$ cat src/rtl/rc4_ksa.sv
// ---------------------------------------------------------------------------
// rc4_ksa - RC4 key-scheduling stage.
//
// Fills the shared 256x8 S memory for the downstream PRGA/decrypt stage:
//   INIT  : s[i] = i for i = 0..255
//   loop  : j = j + s[i] + key[i mod KEY_LENGTH]; swap(s[i], s[j])
// While busy it owns the memory port (ksa_mem_handler=1). It then parks in
// DONE with finish=1 until reset or a new start request.
//
// Handshake: start_sig is a level sampled at the rising edge only while the
// FSM is in IDLE or DONE. A sample of 1 is the acceptance: secret_key is
// latched on that same edge. There is no ready; requests in other states are
// dropped.
//
// Ports:
//   clk             system clock, rising edge
//   reset           synchronous, active-high
//   start_sig       start request (see handshake above)
//   secret_key      key, byte0 = MSB byte
//   q_data          S-memory read data, READ_LATENCY clocks after address
//   address/data    S-memory address / write data
//   wen             S-memory write enable, one clock per write
//   ksa_mem_handler high while this block owns the S-memory mux
//   finish          high while in DONE
//   dbg_state       current FSM state, for observation only
//   ksa_cycles      busy-cycle count (only with RC4_KSA_CYCLE_COUNT_EN)
//
// Optional feature macro: RC4_KSA_CYCLE_COUNT_EN adds the ksa_cycles port and
// its saturating counter. Without it the port and counter are absent.
//
// All outputs are decoded from registered state only; q_data feeds only
// registers, so there is no combinational path from q_data to any output.
// ---------------------------------------------------------------------------
module rc4_ksa #(
    parameter int KEY_LENGTH   = 3,
    parameter int READ_LATENCY = 1
) (
    input  logic                    clk,
    input  logic                    reset,
    input  logic                    start_sig,
    input  logic [KEY_LENGTH*8-1:0] secret_key,
    input  logic [7:0]              q_data,
    output logic [7:0]              address,
    output logic [7:0]              data,
    output logic                    wen,
    output logic                    ksa_mem_handler,
    output logic                    finish,
    output logic [3:0]              dbg_state
`ifdef RC4_KSA_CYCLE_COUNT_EN
    ,
    output logic [15:0]             ksa_cycles
`endif
);

    localparam int KIDX_W = (KEY_LENGTH > 1) ? $clog2(KEY_LENGTH) : 1;
    localparam int LAT_W  = 2;

    typedef enum logic [3:0] {
        S_IDLE = 4'd0,
        S_INIT = 4'd1,
        S_RD_I = 4'd2,
        S_WT_I = 4'd3,
        S_RD_J = 4'd4,
        S_WT_J = 4'd5,
        S_WR_I = 4'd6,
        S_WR_J = 4'd7,
        S_DONE = 4'd8
    } state_t;

    state_t                    r_state;
    state_t                    w_next_state;
    logic [7:0]                r_i;
    logic [7:0]                r_j;
    logic [7:0]                r_si;
    logic [7:0]                r_sj;
    logic [KEY_LENGTH*8-1:0]   r_key;
    logic [KIDX_W-1:0]         r_kidx;    // tracks i mod KEY_LENGTH without a divider
    logic [LAT_W-1:0]          r_lat;     // cycles spent in the current WT_* state
    logic                      w_lat_last;
    logic                      w_accept;
    logic [7:0]                w_key_byte;

    assign w_lat_last = (r_lat == LAT_W'(READ_LATENCY - 1));
    assign w_accept   = start_sig && ((r_state == S_IDLE) || (r_state == S_DONE));
    assign dbg_state  = r_state;

    always_comb begin
        w_key_byte = '0;
        for (int k = 0; k < KEY_LENGTH; k++) begin
            if (r_kidx == KIDX_W'(k)) begin
                w_key_byte = r_key[8*(KEY_LENGTH-1-k) +: 8];
            end
        end
    end

    // Next-state and output decode
    always_comb begin
        w_next_state    = r_state;
        address         = 8'd0;
        data            = 8'd0;
        wen             = 1'b0;
        ksa_mem_handler = 1'b0;
        finish          = 1'b0;
        case (r_state)
            S_IDLE: begin
                if (start_sig) w_next_state = S_INIT;
            end
            S_INIT: begin
                ksa_mem_handler = 1'b1;
                address         = r_i;
                data            = r_i;
                wen             = 1'b1;
                if (r_i == 8'hFF) w_next_state = S_RD_I;
            end
            S_RD_I: begin
                ksa_mem_handler = 1'b1;
                address         = r_i;
                w_next_state    = S_WT_I;
            end
            S_WT_I: begin
                ksa_mem_handler = 1'b1;
                address         = r_i;
                if (w_lat_last) w_next_state = S_RD_J;
            end
            S_RD_J: begin
                ksa_mem_handler = 1'b1;
                address         = r_j;
                w_next_state    = S_WT_J;
            end
            S_WT_J: begin
                ksa_mem_handler = 1'b1;
                address         = r_j;
                if (w_lat_last) w_next_state = S_WR_I;
            end
            S_WR_I: begin
                ksa_mem_handler = 1'b1;
                address         = r_i;
                data            = r_sj;
                wen             = 1'b1;
                w_next_state    = S_WR_J;
            end
            S_WR_J: begin
                ksa_mem_handler = 1'b1;
                address         = r_j;
                data            = r_si;
                wen             = 1'b1;
                w_next_state    = (r_i == 8'hFF) ? S_DONE : S_RD_I;
            end
            S_DONE: begin
                finish = 1'b1;
                if (start_sig) w_next_state = S_INIT;
            end
            default: w_next_state = S_IDLE;
        endcase
    end

    // State register and datapath
    always_ff @(posedge clk) begin
        if (reset) begin
            r_state <= S_IDLE;
            r_i     <= 8'd0;
            r_j     <= 8'd0;
            r_si    <= 8'd0;
            r_sj    <= 8'd0;
            r_key   <= '0;
            r_kidx  <= '0;
            r_lat   <= '0;
        end else begin
            r_state <= w_next_state;
            case (r_state)
                S_IDLE, S_DONE: begin
                    if (start_sig) begin
                        r_key  <= secret_key;
                        r_i    <= 8'd0;
                        r_j    <= 8'd0;
                        r_kidx <= '0;
                        r_lat  <= '0;
                    end
                end
                S_INIT: r_i <= r_i + 8'd1;    // 255 wraps to 0 for the loop
                S_RD_I, S_RD_J: r_lat <= '0;
                S_WT_I: begin
                    if (w_lat_last) begin
                        r_si  <= q_data;
                        r_j   <= r_j + q_data + w_key_byte;
                        r_lat <= '0;
                    end else begin
                        r_lat <= r_lat + LAT_W'(1);
                    end
                end
                S_WT_J: begin
                    if (w_lat_last) begin
                        r_sj  <= q_data;
                        r_lat <= '0;
                    end else begin
                        r_lat <= r_lat + LAT_W'(1);
                    end
                end
                S_WR_J: begin
                    r_i    <= r_i + 8'd1;
                    r_kidx <= (r_kidx == KIDX_W'(KEY_LENGTH - 1)) ? '0 : r_kidx + KIDX_W'(1);
                end
                default: ;
            endcase
        end
    end

`ifdef RC4_KSA_CYCLE_COUNT_EN
    logic [15:0] r_cycles;

    always_ff @(posedge clk) begin
        if (reset) begin
            r_cycles <= 16'd0;
        end else if (w_accept) begin
            r_cycles <= 16'd0;
        end else if ((r_state != S_IDLE) && (r_state != S_DONE) && (r_cycles != 16'hFFFF)) begin
            r_cycles <= r_cycles + 16'd1;
        end
    end

    assign ksa_cycles = r_cycles;
`else
    logic w_accept_unused;
    assign w_accept_unused = w_accept;
`endif

endmodule

$ cat config.mk
export PLATFORM = sky130hd
export DESIGN_NAME = rc4_ksa
export DESIGN_NICKNAME = d
export VERILOG_FILES = /design/src/rtl/rc4_ksa.sv
export SDC_FILE = /design/constraint.sdc
export NUM_CORES = 1
export LEC_CHECK = 0
export ABC_CLOCK_PERIOD_IN_PS = 8400
export CORE_MARGIN = 2
export CORE_UTILIZATION = 58
export CTS_BUF_LIST = sky130_fd_sc_hd__clkbuf_16
export CTS_CLUSTER_SIZE = 8
export DETAILED_ROUTE_END_ITERATION = 8
export PLACE_DENSITY = 0.89
export SYNTH_ARGS = -nofsm -noshare
export SYNTH_HDL_FRONTEND = slang
export SYNTH_SLANG_ARGS = --single-unit
$ cat constraint.sdc
create_clock -name clk -period 8.4 [get_ports clk]
set_clock_uncertainty 0.05 [all_clocks]
set_input_delay 1.68 -clock clk [delete_from_list [all_inputs] [get_ports clk]]
set_output_delay 1.68 -clock clk [all_outputs]
set_load 0.02 [all_outputs]
==> flow_metrics.tcl, run 1 <==
set metrics [dict create \
    outcome "complete, no violations" \
    grt_max_degree 68 \
    worstPathRequired_ns 6.67 \
    min_from "r_key[2]" \
    r2r.worst_path.cells 11 \
    via_count 3343 \
    hold_path_class "flop to flop" \
    gp_congestion 0.844 \
    synth_flop_cell "dfxtp_1" \
    start_util_pct 59.5 \
    maxSlewHeadroom_pct 20.8 \
    boundaryPins 58 \
    grt_setup_unrepaired "false" \
    wl_per_cell_um 15.7 \
    ys_types 51 \
    tritoncts "yes" \
    period_needed_ns 4.63 \
    reg2reg_to "r_j[7]" \
    num-nets-final 534 \
    syn2layout_area_growth_pct 22.3 \
    die_w_um 81.7 \
    grt_overflow_total 0 \
    drv_slew 0 \
    critPathArrivalTime_ns 2.90 \
    root_buffer "clkbuf_16" \
    netlist_instances 442 \
    fmax_ghz 0.216 \
    final_cell_mix "103 x nand2_1, 64 x dfxtp_1, 56 x clkdlybuf4s50_1" \
    path_clk_slew_ns 0.05 \
    power_density_nw_per_um2 217 \
    portBuffers 57 \
    ant_nets 0 \
    drt_iter0_markers 311 \
    end_kind "output pin" \
    p_leak_nw 1.64 \
    grt_util_all_layers_pct 28.3 \
    worst_slew_pin_slew_ns 1.19 \
    clockBufferDepth 2 \
    drt_pre_antenna_iters 5 \
    clock_latency_ns 0.33 \
    syn_nets 494 \
    num_rows 28 \
    max_cap_violations 0 \
    cts_buffers 9 \
    setup_tns_ns 0 \
    fp.dieH_um 81.7 \
    drc 0 \
    netlist_area_um2 3500 \
    whs_path_depth 2 \
    synth_seq_area_share_pct 36.6 \
    yosys_warnings 0 \
    grt_pass1_vias 3073 \
    async_flop_share_pct 0 \
    routed_wl_um 8820 \
    synth_seq_cells 64 \
    drive_gt1_share_pct 5.97 \
    peakVddDrop_v 0.000140 \
    place_inst 546 \
    final_cell_area_um2 4280 \
    cts_resized 0 \
    startpoint_type "flop" \
    fp.coreArea_um2 5890 \
    placed_area_um2 4030 \
    post_cts_buffers 0 \
    setup_viol 0 \
    grt_pass1_wl_um 14400 \
    hold_viol 0 \
    final_common_cell "nand2_1" \
    ctsHoldBuffers 0 \
    post_layout_nonfiller_instances 561 \
    cp_max_fo 17 \
    dp_hpwl_um 6020 \
    synth_edf_count 0 \
    r2r-start "r_kidx[1]" \
    reg2reg_slack_ns 4.89 \
    htree_levels 3 \
    cts.sinks 64 \
    antenna_found_initial 0 \
    dieArea_um2 6670 \
    hold_end "r_key[2]" \
    avgSynthCellArea_um2 7.92 \
    antenna_cells 0 \
    crit_type "flop to output pin" \
    min_period_over_period_pct 55.2 \
    vias_per_cell 5.96 \
]
==> worst max path at each step <==
stage | from | endpoint | slack (ns) | depth (start not counted)
after global routing | dbg_state[2] | data[6] | 3.58 | 5
after floorplan | q_data[1] | r_j[7] | 4.66 | 9
after CTS | dbg_state[2] | address[5] | 3.81 | 5
after detailed placement | q_data[1] | r_j[7] | 3.97 | 10
after global placement | q_data[1] | r_j[7] | 4.09 | 10
final | dbg_state[2] | address[5] | 3.77 | 5
==> where the power goes <==
group	total, W	switching (W)	internal, W	leakage [nW]
clock	0.000321	0.000128	0.000193	0.127
sequential	0.000358	0.0000293	0.000329	0.520
combinational	0.000251	0.000150	0.000101	0.988
total	0.000930	0.000308	0.000623	1.64
==> critical path, stage by stage, from the launching register on <==
cell	delay, ns
dfxtp_1	0.80
inv_2	0.16
a21oi_1	0.64
a22oi_1	0.22
nor2_1	0.14
clkdlybuf4s50_1	0.61
==> cells by family (layout without fill, tap and decap cells) <==
| logic type | count (synthesis) | in the layout | synth area share (%) |
|---|---|---|---|
| compound gates | 104 | 104 | 18.8 |
| xor+xnor | 6 | 6 | 1.72 |
| fa+ha+maj | 17 | 17 | 7.79 |
| buf+inv | 42 | 86 | 5.54 |
| flops | 64 | 64 | 36.6 |
| mux | 15 | 15 | 4.29 |
| simple gates | 194 | 194 | 25.2 |
==> flip-flops by register name, indices dropped and copies added, names as in the netlist <==
name,flops
r_lat,2
r_kidx,2
r_sj,8
r_key,24
r_j,8
r_i,8
dbg_state,4
r_si,8
==> synthesized netlist by cell type (2+ instances only) <==
master / n / area, um^2
nand2_1: 103 / 387
dfxtp_1: 64 / 1280
a21oi_1: 48 / 240
nor2_1: 41 / 154
a22oi_1: 20 / 150
mux2i_1: 15 / 150
clkbuf_1: 14 / 52.6
nand3_1: 13 / 65.1
buf_2: 11 / 55.1
inv_1: 11 / 41.3
ha_1: 9 / 113
nor3_1: 9 / 45.0
fa_1: 8 / 160
o21ai_0: 7 / 35.0
o22ai_1: 7 / 43.8
a31oi_1: 4 / 25.0
nor3_2: 4 / 40.0
xnor2_1: 4 / 35.0
a21o_1: 3 / 22.5
and3_1: 3 / 18.8
nand3b_1: 3 / 22.5
nor2b_1: 3 / 18.8
or3_1: 3 / 18.8
or4_1: 3 / 22.5
and2_1: 2 / 12.5
buf_4: 2 / 15.0
buf_6: 2 / 22.5
o21ai_1: 2 / 10.0
o22a_1: 2 / 17.5
==> metal layers <==
layer	part of all wire [%]	global-route usage (%)	wire [um]
met5	0	0	0
met2	47	44.8	4180
met4	3.3	15.0	291
met3	7.6	5.16	674
met1	42	36.7	3660
==> cell type report <==
type,count,area (um^2)
tap,75,93.8
clock inverter,6,28.8
inverter,12,45.0
timing repair buffer,59,581
multi-input combinational,336,2020
fill,469,1610
sequential,64,1280
clock buffer,9,225
==> through the flow <==
stage | hold WS, ns | setup WS (ns) | utilization [%] | power [W]
after global routing | 0.426 | 3.58 | 72.7 | 0.000978
final | 0.403 | 3.77 | 72.7 | 0.000930
after global placement | 0.392 | 4.09 | 68.4 | 0.000598
after floorplan | 0.386 | 4.66 | - | 0.000540
after detailed placement | 0.396 | 3.97 | 68.4 | 0.000610
after CTS | 0.403 | 3.81 | 72.7 | 0.000930
Power figures use the tool's default switching activity.
==> run 2, diff against run 1 <==
- ABC_CLOCK_PERIOD_IN_PS: 8400 -> 3700
- CORE_UTILIZATION: 58 -> 48
- PLACE_DENSITY: 0.89 -> 0.79
- clock period: 8.4 -> 3.7 ns (I/O delays scaled with it)
==> flow_metrics.tcl, run 2 (synthesis gave the netlist of run 1 again) <==
set metrics [dict create \
    fp.dieH_um 89.4 \
    antenna_found_initial 0 \
    root_buffer "clkbuf_16" \
    power_density_nw_per_um2 488 \
    drive_gt1_share_pct 7.88 \
    peakVddDrop_v 0.000273 \
    p_int_w 0.00144 \
    hold_viol 0 \
    final_cell_mix "103 x nand2_1, 64 x dfxtp_1, 56 x clkdlybuf4s50_1" \
    pre_cts_slack_ns 0.287 \
    start_util_pct 49.0 \
    crit_slowest_cell "nor3_2" \
    num-nets-final 542 \
    path_clk_slew_ns 0.05 \
    clock_latency_ns 0.33 \
    syn2layout_area_growth_pct 25.2 \
    grt_util_all_layers_pct 22.2 \
    dieArea_um2 7990 \
    largest_reg_flops 24 \
    power_frac_comb_pct 27.7 \
    final_common_cell "nand2_1" \
    drv_slew 0 \
    cts_resized 0 \
    tritoncts "yes" \
    grt_max_degree 51 \
    ant_nets 0 \
    reg2reg_slack_ns 0.62 \
    htree_levels 3 \
    fp.coreArea_um2 7140 \
    max_stage_delay_ns 0.65 \
    boundaryPins 58 \
    power.switching_w 0.000701 \
    startpoint_type "flop" \
    portBuffers 57 \
    hold-worst-slack_ns 0.403 \
    wl_per_cell_um 14.2 \
    fin_util_pct 61.4 \
    setup_viol 0 \
    grt_setup_unrepaired "false" \
    grt_pass1_wl_um 13500 \
    fmax_ghz 0.294 \
    post_cts_buffers 0 \
    dp_hpwl_um 5930 \
    seq_power_share_pct 37.3 \
    clockBufferDepth 2 \
    worst_slew_pin_slew_ns 0.955 \
    cts_buffers 9 \
    layout_setup_ws_ns 0.297 \
    via_count 3239 \
    maxSlewHeadroom_pct 36.2 \
    min_period_over_period_pct 92.0 \
    vias_per_cell 5.45 \
    drc 0 \
    drt_pre_antenna_iters 5 \
    cp_max_fo 11 \
    total_power_w 0.00214 \
    setup_tns_ns 0 \
    drt_iter0_markers 203 \
    period_needed_ns 3.40 \
    worstPathRequired_ns 2.91 \
    end_kind "output pin" \
    crit_type "flop to output pin" \
    hold_path_class "flop to flop" \
    max_cap_violations 0 \
    p_clk_share_pct 34.9 \
    swShare_pct 32.8 \
    grt_overflow_total 0 \
    num_rows 31 \
    cts.sinks 64 \
    regMostFlops "r_key" \
    gp_congestion 0.840 \
    p_leak_nw 1.67 \
    path_cells "inv_2, nor3_2, a22oi_1, nand2_1, clkdlybuf4s50_1" \
    ctsHoldBuffers 0 \
    routed_wl_um 8430 \
    grt_pass1_vias 2884 \
    die_w_um 89.4 \
    outcome "complete, no violations" \
    critPathArrivalTime_ns 2.61 \
    antenna_cells 0 \
]
[run 2: cell types whose count changed in the layout (fill, tap and decap cells not counted)]
cell        change
clkinvlp_4      +2
clkinv_1        -1
buf_4           +8
[run 2: worst paths after layout]
path                                    from       to  cells after the start
worst max-delay path            dbg_state[2]  data[5]                      5
worst min-delay path                 r_si[5]  r_si[5]                      2
worst max register to register     r_kidx[0]   r_j[7]                     10
worst min register to register       r_si[5]  r_si[5]                      2
[run 2: cell type report]
class                      count  area [um^2]
fill                         658         2760
multi-input combinational    336         2020
sequential                    64         1280
timing repair buffer          67          641
clock buffer                   9          225
tap                           99          124
inverter                      12         45.0
clock inverter                 7         40.0
[run 2: critical path, delay by kind of cell, from the launching register on]
| family | cells | cell delay (ns) |
|---|---|---|
| AO/OA/AOI/OAI | 1 | 0.15 |
| buffers and inverters | 2 | 0.75 |
| flip-flops | 1 | 0.62 |
| AND/OR/NAND/NOR | 2 | 0.77 |
[run 2: power by group through the flow]
stage / logic (W) / registers, W / clock network, W
floorplan: 0.000432 / 0.000793 / 0
global placement: 0.000576 / 0.000809 / 0
detailed placement: 0.000590 / 0.000812 / 0
CTS: 0.000593 / 0.000797 / 0.000758
global route: 0.000658 / 0.000804 / 0.000795
finish: 0.000593 / 0.000798 / 0.000747
[run 2: per-stage QoR]
stage                     instances  instance area [um^2]
after detailed placement        578                  4120
final                           594                  4380
after global routing            594                  4380
after CTS                       594                  4380
after global placement          578                  4120
after floorplan                 442                  3500
[run 2: layer usage]
metal | up-vias | share of wire, % | GRT usage (%)
met4 | 0 | 2.2 | 8.82
met3 | 20 | 6.0 | 4.80
met2 | 115 | 47 | 34.9
met1 | 1483 | 45 | 29.8
met5 | - | 0 | 0
li1 | 1621 | - | -
==> run 3, diff against run 2 <==
- CORE_UTILIZATION: 48 -> 50
- CTS_BUF_LIST: sky130_fd_sc_hd__clkbuf_16 -> sky130_fd_sc_hd__clkbuf_2 sky130_fd_sc_hd__clkbuf_4 sky130_fd_sc_hd__clkbuf_8
- PLACE_DENSITY: 0.79 -> 0.82
==> flow_metrics.tcl, run 3 (synthesis gave the netlist of run 1 again) <==
set metrics [dict create \
    swShare_pct 32.9 \
    power_frac_comb_pct 28.6 \
    setup_viol 0 \
    root_buffer "clkbuf_8" \
    grt_overflow_total 0 \
    num_rows 30 \
    antenna_cells 0 \
    drt_pre_antenna_iters 5 \
    dieArea_um2 7680 \
    busiest_layer "met2" \
    crit_start "dbg_state[2]" \
    drive_gt1_share_pct 7.91 \
    place_inst 575 \
    start_util_pct 51.5 \
    post_layout_nonfiller_instances 589 \
    worst-path-stages 5 \
    final_common_cell "nand2_1" \
    post_cts_buffers 0 \
    fp.dieH_um 87.7 \
    end_kind "output pin" \
    gp_congestion 0.874 \
    reg2reg_to "r_j[7]" \
    max_stage_delay_ns 0.69 \
    via_count 3275 \
    num-nets-final 542 \
    htree_levels 3 \
    hold_viol 0 \
    fmax_ghz 0.289 \
    critPathArrivalTime_ns 2.68 \
    routed_wl_um 8570 \
    maxSlewHeadroom_pct 40.2 \
    ant_nets 0 \
    crit_type "flop to output pin" \
    drc 0 \
    power.switching_w 0.000673 \
    power_density_nw_per_um2 474 \
    critPathTopFamily "buffers and inverters" \
    crit_slowest_cell "dfxtp_1" \
    worstPathRequired_ns 2.91 \
    endpoint "data[6]" \
    cts_resized 0 \
    peakVddDrop_v 0.000334 \
    largest_reg_flops 24 \
    grt_use_met2_pct 39.3 \
    setup_tns_ns 0 \
    dp_hpwl_um 6130 \
    r2r-start "r_kidx[1]" \
    fill_cells 618 \
    clock_latency_ns 0.35 \
    antenna_found_initial 0 \
    syn2layout_area_growth_pct 23.4 \
    path_cells "inv_2, nor3_2, a22oi_1, nand2_1, clkdlybuf4s50_1" \
    cts_buffers 9 \
    min_period_over_period_pct 93.7 \
    cp_max_fo 13 \
    outcome "complete, no violations" \
    p_leak_nw 1.66 \
    grtUsageMet1_pct 30.9 \
    r2r.worst_path.cells 11 \
    drt_iter0_markers 220 \
    max_cap_violations 0 \
    placed_area_um2 4110 \
    cts.sinks 64 \
    p_int_w 0.00137 \
    period_needed_ns 3.47 \
    critPathBufInv 2 \
    grtUsageMet3_pct 5.94 \
    path_clk_slew_ns 0.07 \
    clockBufferDepth 2 \
    grt_setup_unrepaired "false" \
    grt_max_degree 47 \
    seq_power_share_pct 39.1 \
    worst_slew_pin_slew_ns 0.894 \
    grt_pass1_wl_um 14300 \
    drv_slew 0 \
    final_cell_mix "103 x nand2_1, 64 x dfxtp_1, 56 x clkdlybuf4s50_1" \
    fp.coreArea_um2 6790 \
    ctsHoldBuffers 0 \
    wl_per_cell_um 14.5 \
    grt_util_all_layers_pct 24.1 \
    regMostFlops "r_key" \
    boundaryPins 58 \
    grt_pass1_vias 3047 \
    tritoncts "yes" \
    hold_path_class "flop to flop" \
    portBuffers 57 \
    die_w_um 87.7 \
    final_cell_area_um2 4320 \
    reg2reg_slack_ns 0.56 \
    p_clk_share_pct 32.3 \
    vias_per_cell 5.56 \
    startpoint_type "flop" \
]
run 3: cell type report:
class | instances | area (um^2) | area share (%)
well taps | 96 | 120 | 2.78
flip-flops and latches | 64 | 1280 | 29.7
inverters | 12 | 45.0 | 1.04
multi-input cells | 336 | 2020 | 46.9
clock buffers | 10 | 138 | 3.19
clock inverters | 4 | 70.1 | 1.62
repair buffers | 67 | 641 | 14.8
run 3: worst register-to-register path, cell delays in order (launching register included):
cell and delay, ns:
dfxtp_1 0.61, mux2i_1 0.24, o22ai_1 0.12, fa_1 0.52, ha_1 0.16, inv_1 0.05
fa_1 0.37, nor2b_1 0.18, o31a_1 0.17, o22ai_1 0.10, or4_1 0.41, nand3_1 0.09
run 3: per-layer routing:
layer	share of wire, %	vias up
met3	5.2	23
li1	-	1609
met2	48	111
met4	2.3	0
met1	44	1532
met5	0	-
run 3: stage by stage:
stage / util, % / hold WS, ns / total power [W] / setup WS [ns]
2_1_floorplan: - / 0.386 / 0.00123 / 0.800
3_3_place_gp: 60.5 / 0.392 / 0.00138 / 0.324
3_5_place_dp: 60.5 / 0.398 / 0.00140 / 0.271
4_1_cts: 63.6 / 0.411 / 0.00205 / 0.260
5_1_grt: 63.6 / 0.426 / 0.00216 / 0.0450
6_report: 63.6 / 0.410 / 0.00205 / 0.234
run 3: power groups by stage:
stage	clock network, W	registers, W	logic (W)
final	0.000661	0.000800	0.000585
after global routing	0.000693	0.000809	0.000653
after CTS	0.000663	0.000800	0.000584
after detailed placement	0	0.000815	0.000581
after global placement	0	0.000811	0.000565
after floorplan	0	0.000793	0.000432
run 3: worst min path at each step:
stage | start | end | slack (ns) | cells past startpoint
finish | r_key[13] | r_key[13] | 0.41 | 2
global route | r_si[3] | r_si[3] | 0.43 | 2
CTS | r_key[4] | r_key[4] | 0.41 | 2
global placement | r_si[0] | r_si[0] | 0.39 | 2
detailed placement | r_key[21] | r_key[21] | 0.40 | 2
floorplan | r_key[16] | r_key[16] | 0.39 | 2
